<file path="src/rtl/clz_norm_pipe.sv">
// Pipelined leading-zero counter and normaliser (binary-search shifter, valid/ready, sideband tag).
// Define CLZ_ZERO_FLAG_EN to add the registered io_out_zero output.
module clz_norm_pipe #(
    parameter int W            = 128,
    parameter int STAGE_LEVELS = 2,
    parameter int TAG_W        = 8,
    localparam int LOG2W       = $clog2(W),
    localparam int CNT_W       = LOG2W + 1,
    localparam int L           = (LOG2W + STAGE_LEVELS - 1) / STAGE_LEVELS
) (
    input  logic             clock,
    input  logic             reset,
    input  logic             io_in_valid,
    output logic             io_in_ready,
    input  logic [W-1:0]     io_in_bits,
    input  logic [TAG_W-1:0] io_in_tag,
    output logic             io_out_valid,
    input  logic             io_out_ready,
    output logic [CNT_W-1:0] io_out_count,
    output logic [W-1:0]     io_out_norm,
    output logic [TAG_W-1:0] io_out_tag
`ifdef CLZ_ZERO_FLAG_EN
    ,
    output logic             io_out_zero
`endif
);

    logic [L-1:0]     valid_q;
    logic [W-1:0]     word_q [L];
    logic [CNT_W-1:0] cnt_q  [L];
    logic [TAG_W-1:0] tag_q  [L];

    logic [W-1:0]     word_d [L];
    logic [CNT_W-1:0] cnt_d  [L];
    logic [TAG_W-1:0] tag_d  [L];

    logic [L:0]       src_valid;
    logic [W-1:0]     src_word [L+1];
    logic [CNT_W-1:0] src_cnt  [L+1];
    logic [TAG_W-1:0] src_tag  [L+1];

    logic [L-1:0]     load;

    // Entry s of the src_* arrays is what stage s loads from; entry 0 is the input port.
    assign src_valid = {valid_q, io_in_valid};

    always_comb begin : src_sel
        src_word[0] = io_in_bits;
        src_cnt[0]  = '0;
        src_tag[0]  = io_in_tag;
        for (int s = 0; s < L; s++) begin
            src_word[s+1] = word_q[s];
            src_cnt[s+1]  = cnt_q[s];
            src_tag[s+1]  = tag_q[s];
        end
    end

    // A stage loads when it is empty or everything downstream of it moves this cycle.
    always_comb begin : ready_chain
        logic run;
        load = '0;
        run  = io_out_ready;
        for (int s = L - 1; s >= 0; s--) begin
            run     = run || !valid_q[s];
            load[s] = run;
        end
    end

    always_comb begin : search
        logic [W-1:0]     w;
        logic [CNT_W-1:0] c;
        int               lvl;
        for (int s = 0; s < L; s++) begin
            // NOTE: w and c are blocking temporaries; each level must see the previous level's shift.
            w = src_word[s];
            c = src_cnt[s];
            for (int i = 0; i < STAGE_LEVELS && (s * STAGE_LEVELS + i) < LOG2W; i++) begin
                lvl = LOG2W - 1 - (s * STAGE_LEVELS + i);
                if ((w >> (W - (1 << lvl))) == '0) begin
                    w = w << (1 << lvl);
                    c = c | (CNT_W'(1) << lvl);
                end
            end
            // After the full search a nonzero word has its MSB set, so a clear MSB means zero input.
            if (s == L - 1 && !w[W-1]) begin
                c = CNT_W'(W);
            end
            word_d[s] = w;
            cnt_d[s]  = c;
            tag_d[s]  = src_tag[s];
        end
    end

    always_ff @(posedge clock) begin
        if (reset) begin
            valid_q <= '0;
            // NOTE: data registers are cleared too so the outputs read zero straight after reset.
            for (int s = 0; s < L; s++) begin
                word_q[s] <= '0;
                cnt_q[s]  <= '0;
                tag_q[s]  <= '0;
            end
        end else begin
            for (int s = 0; s < L; s++) begin
                if (load[s]) begin
                    valid_q[s] <= src_valid[s];
                    word_q[s]  <= word_d[s];
                    cnt_q[s]   <= cnt_d[s];
                    tag_q[s]   <= tag_d[s];
                end
            end
        end
    end

    assign io_in_ready  = load[0];
    assign io_out_valid = valid_q[L-1];
    assign io_out_count = cnt_q[L-1];
    assign io_out_norm  = word_q[L-1];
    assign io_out_tag   = tag_q[L-1];

`ifdef CLZ_ZERO_FLAG_EN
    assign io_out_zero  = cnt_q[L-1][LOG2W];
`endif

endmodule

</file>
<file path="config.mk">
export PLATFORM = sky130hd
export DESIGN_NAME = clz_norm_pipe
export DESIGN_NICKNAME = d
export VERILOG_FILES = /design/src/rtl/clz_norm_pipe.sv
export SDC_FILE = /design/constraint.sdc
export NUM_CORES = 1
export LEC_CHECK = 0
export BUFFER_PORTS_ARGS = -buffer_cell sky130_fd_sc_hd__buf_2
export CAP_MARGIN = 20
export CORE_ASPECT_RATIO = 1.5
export CORE_UTILIZATION = 45
export DETAILED_ROUTE_END_ITERATION = 7
export PLACE_DENSITY_LB_ADDON = 0.25
export SYNTH_ARGS = -nofsm -noshare
export SYNTH_HDL_FRONTEND = slang
export SYNTH_SLANG_ARGS = --single-unit
export TNS_END_PERCENT = 10
</file>
<file path="constraint.sdc">
create_clock -name clock -period 10.8 [get_ports clock]
set_input_delay 2.16 -clock clock [delete_from_list [all_inputs] [get_ports clock]]
set_output_delay 2.16 -clock clock [all_outputs]
set_load 0.01 [all_outputs]
</file>
# Yosys cells after proc, flatten, opt, wreduce, memory -nomap -nowiden
# Memories as Yosys holds them, arrays and structs flattened.
# Index checks and enable logic that the tools add are counted.
# op_classes
add_sub_neg	0
n_mul	0
div_mod_pow	0
magnitude_cmp	0
eq_ne	0
n_shift	0
n_mux	41
n_bitwise	12
reduce_logical	15
# op_table
operator	count
$mux 128	11
$logic_not 128->1	7
$mux 8	9
$mux 1	15
$or 1x1->1	12
$mux 7	1
$mux 6	1
$mux 5	1
$logic_not 1->1	4
$logic_or 1x1->1	4
$mux 4	1
$mux 3	1
$mux 2	1
# word_totals
register_bits	4
latchBits	0
ramBits	576
rom_bits	0
input_bits	140
wordCells	75
n_memories	3
# memory_table
name	words	word_bits	rd	rd_clocked_by_memory_dff	write_ports	line	text
word_q	4	128	4	0	4	29	logic [W-1:0] word_q [L];
cnt_q	4	8	4	0	4	30	logic [CNT_W-1:0] cnt_q [L];
tag_q	4	8	4	0	4	31	logic [TAG_W-1:0] tag_q [L];

# Logic depth before layout (Yosys ltp)
# depth
word_depth	9
mapped_depth	9

# Least setup slack after synthesis
# Ideal clock, no wire load.
# synth_path
path_type	input to register
start	in reset
end	mem cnt_q[3][0] in the netlist's numbering, enable pin
setup_ps	529
arrival_ps	5909
setup_slack_ps	4363
stages	2
cell_sequence	clkbuf_1 -> nand2b_1
# synth_rtl
item	line	text
start, declared	12	input logic reset,
end, declared	30	

# Worst setup path after layout
# layout_path
start	in io_out_ready
end	out io_in_ready
# layout_via
elab_chain_len	4
# layout_rtl
item	line	text
start, declared	18	input logic io_out_ready,
$logic_or 1x1->1 (4 in series)	64	run = run || !valid_q[s];
end, declared	14	output logic io_in_ready,
# No other way between the ends.

==> impl_metrics.env <==
export IMPL_critPathMaxStageDelay_ns=0.40
export IMPL_syn_inst=2387
export IMPL_ir_worst_vdd_v=0.000117
export IMPL_routed_via_density=5.86
export IMPL_top_layer_used="met4"
export IMPL_start_util_pct=45.7
export IMPL_layout_min_cycle_time_ns=5.48
export IMPL_cts_setup_buffers=0
export IMPL_fillers=5562
export IMPL_synth_seq_cells=568
export IMPL_arrival_ns=3.32
export IMPL_synth_nets=2527
export IMPL_p_seq_share_pct=51.3
export IMPL_drt_initial_drc_count=1727
export IMPL_cts_root_buffer="clkbuf_16"
export IMPL_gp_congestion=0.940
export IMPL_crit_type="primary input to output port"
export IMPL_grt_overflow=0
export IMPL_power_leakage_nw=13.7
export IMPL_post_route_util_pct=51.7
export IMPL_setup_viol=0
export IMPL_ys_types=42
export IMPL_drc=0
export IMPL_grt_pass1_vias=19827
export IMPL_syn_area_mm2=0.0287
export IMPL_cts_hold_buf=0
export IMPL_ys_warn_count=0
export IMPL_pin_count=286
export IMPL_setup_tns_ns=0
export IMPL_layout_drive_gt1_share_pct=19.5
export IMPL_hold_violations=0
export IMPL_slowest_stage="and3b_1"
export IMPL_cts_tree="built"
export IMPL_grt_max_degree=127
export IMPL_cap_violations=0
export IMPL_async_reset_ff_share_pct=0
export IMPL_p_int_w=0.00393
export IMPL_synth_edff_count=564
export IMPL_crit_family="simple AND/OR/NAND/NOR gates"
export IMPL_synth_main_ff_cell="edfxtp_1"
export IMPL_clockPowerShare_pct=37.2
export IMPL_fp_coreArea_mm2=0.0626
export IMPL_p_sw_w=0.00129
export IMPL_worstPathRequired_ns=8.64
export IMPL_period_share_pct=50.7
export IMPL_avgSynthCellArea_um2=12.0
export IMPL_wl_met3_um=5670
export IMPL_post_drt_wl_per_cell_um=24.4
export IMPL_grt_first_pass_wirelength_um=126000
export IMPL_htreeDepth=2
export IMPL_critPathBufInv=2
export IMPL_cp_start_kind="primary input"
export IMPL_rsz0062_at_grt="no"
export IMPL_syn2layout_area_growth_pct=13.1
export IMPL_final_nets=2703
export IMPL_ys_seq_area_share_pct=59.4
export IMPL_drt_pass1_iter_count=5
export IMPL_insertion_delay_ns=0.63
export IMPL_antenna_found_initial=1
export IMPL_ant_nets=0
export IMPL_io_buffers=285
export IMPL_fin_skew_ns=0.0241
export IMPL_min_path_type="flip-flop to flip-flop"
export IMPL_row_count=112
export IMPL_fmax_mhz=183
export IMPL_powerDensity_mw_per_mm2=161
export IMPL_crit_fanout=6
export IMPL_wl_met1_um=34600
export IMPL_tightestPinTransition_ns=1.10
export IMPL_clkSinkCount=568
export IMPL_diodes=0
export IMPL_slew_viol_final=0
export IMPL_vias=19948
export IMPL_place_hpwl_um=60700
export IMPL_cts_path_max_buffers=3
export IMPL_die_h_um=311
export IMPL_wirelength_um=83200
export IMPL_comb_power_share_pct=11.5
export IMPL_status="finished, final reports clean"
export IMPL_path_cells="buf_2, and3b_1, and2_1, nand2_1, buf_2"
export IMPL_slew_headroom_pct=26.9
export IMPL_p_sw_share_pct=24.7
export IMPL_wl_met2_um=38100
export IMPL_grtUsageTotal_pct=25.6
export IMPL_cts_resized=0
export IMPL_cts_reportedPaths_clkPinSlew_ns=0.06
export IMPL_critPathCaptureType="output port"
export IMPL_numCtsBuffers=54
export IMPL_total_power_w=0.00522
export IMPL_die_w_um=208
export IMPL_die_area_mm2=0.0647
export IMPL_path_common_cell="buf_2"
[cells by family (layout without fill, tap and decap cells)]
family	Yosys count	count (layout)	synth area share (%)
compound gates	281	281	6.21
buf+inv	231	449	3.48
flops	568	568	59.4
mux	338	338	14.7
simple gates	969	969	16.2
[worst register-to-register path: cells and delay by family, from the launching register on]
| kind | cells | cell delay [ns] |
|---|---|---|
| buffers and inverters | 2 | 1.26 |
| AND/OR/NAND/NOR | 3 | 1.24 |
| AO/OA/AOI/OAI | 1 | 0.75 |
| multiplexers | 1 | 0.72 |
| flip-flops | 1 | 0.44 |
[synthesized netlist by cell type, types with 5 or more instances]
cell	n	area [um^2]
edfxtp_1	564	16900
nand2_1	315	1180
mux2i_1	254	2540
nor2_1	180	676
clkbuf_1	144	541
and3_1	138	863
a21oi_1	135	676
and2_1	109	682
nor3_1	103	515
nand3_1	72	360
mux4_2	64	1440
inv_1	33	124
o211ai_1	32	240
o22ai_1	32	200
a211oi_1	31	233
nor4_1	26	163
buf_2	23	115
mux2_2	20	225
buf_1	12	45.0
buf_4	12	90.1
a21o_1	10	75.1
a22oi_1	10	75.1
a221oi_1	8	70.1
a22o_1	8	70.1
o211a_1	8	80.1
buf_6	6	67.6
nand4_1	5	31.3
nor4_2	5	62.6
or2_2	5	31.3
[power groups by stage]
stage / combinational [W] / clock, W / sequential, W
3_3_place_gp: 0.000594 / 0 / 0.00272
4_1_cts: 0.000601 / 0.00199 / 0.00268
6_report: 0.000600 / 0.00194 / 0.00268
5_1_grt: 0.000656 / 0.00206 / 0.00269
2_1_floorplan: 0.000391 / 0 / 0.00269
3_5_place_dp: 0.000599 / 0 / 0.00273
[worst paths after layout]
path / depth (start not counted) / slack (ns) / endpoint / from
worst max-delay path: 5 / 5.32 / io_in_ready / io_out_ready
worst min-delay path: 2 / 0.48 / valid_q[3] / valid_q[2]
worst min register to register: 2 / 0.48 / valid_q[3] / valid_q[2]
worst max register to register: 7 / 6.15 / word_q[1][32] / word_q[0][121]
[through the flow]
step	std cells	hold slack (ns)	cell area [um^2]	setup WS (ns)
after CTS	3401	0.479	32400	5.33
final	3403	0.484	32400	5.32
after detailed placement	3303	0.464	30600	5.25
after floorplan	2387	0.432	28700	4.36
after global placement	3303	0.454	30600	5.37
after global routing	3403	0.517	32400	5.25
[layout by cell type, fill, tap and decap left out, types with 5 or more instances in the layout]
master and instances:
and3_1 138, edfxtp_1 564, clkbuf_1 9, a21o_1 10
o211ai_1 32, clkinv_2 7, clkinvlp_4 7, clkinv_1 7
nand3_1 72, bufinv_16 7, nand2_1 314, a22oi_1 10
buf_2 285, mux2i_1 254, nor3_1 102, o211a_1 8
nor2_1 177, a211oi_1 31, a21oi_1 135, buf_4 30
mux4_2 64, nor4_1 26, clkbuf_16 55, and2_1 109
nand4_1 5, inv_1 32, o22ai_1 32, mux2_2 20
a221oi_1 8, a22o_1 8
[final cells by class]
class	count	area [um^2]	share of cell area (%)
Timing Repair Buffer	318	1730	5.33
Multi-Input combinational cell	1588	10700	33.1
Sequential cell	568	17000	52.5
Tap cell	798	998	3.08
Inverter	33	126	0.390
Clock inverter	34	390	1.20
Clock buffer	64	1410	4.35
[layer usage]
layer / vias to the layer above / track usage (%)
met2: 899 / 40.9
li1: 9219 / -
met4: 0 / 13.1
met3: 223 / 3.90
met5: - / 0
met1: 9607 / 33.8
[flip-flops by register name (all words and copies together) (netlist names)]
signal   count
word_q     512
tag_q       32
cnt_q       20
valid_q      4
Power figures use the tool's default switching activity.
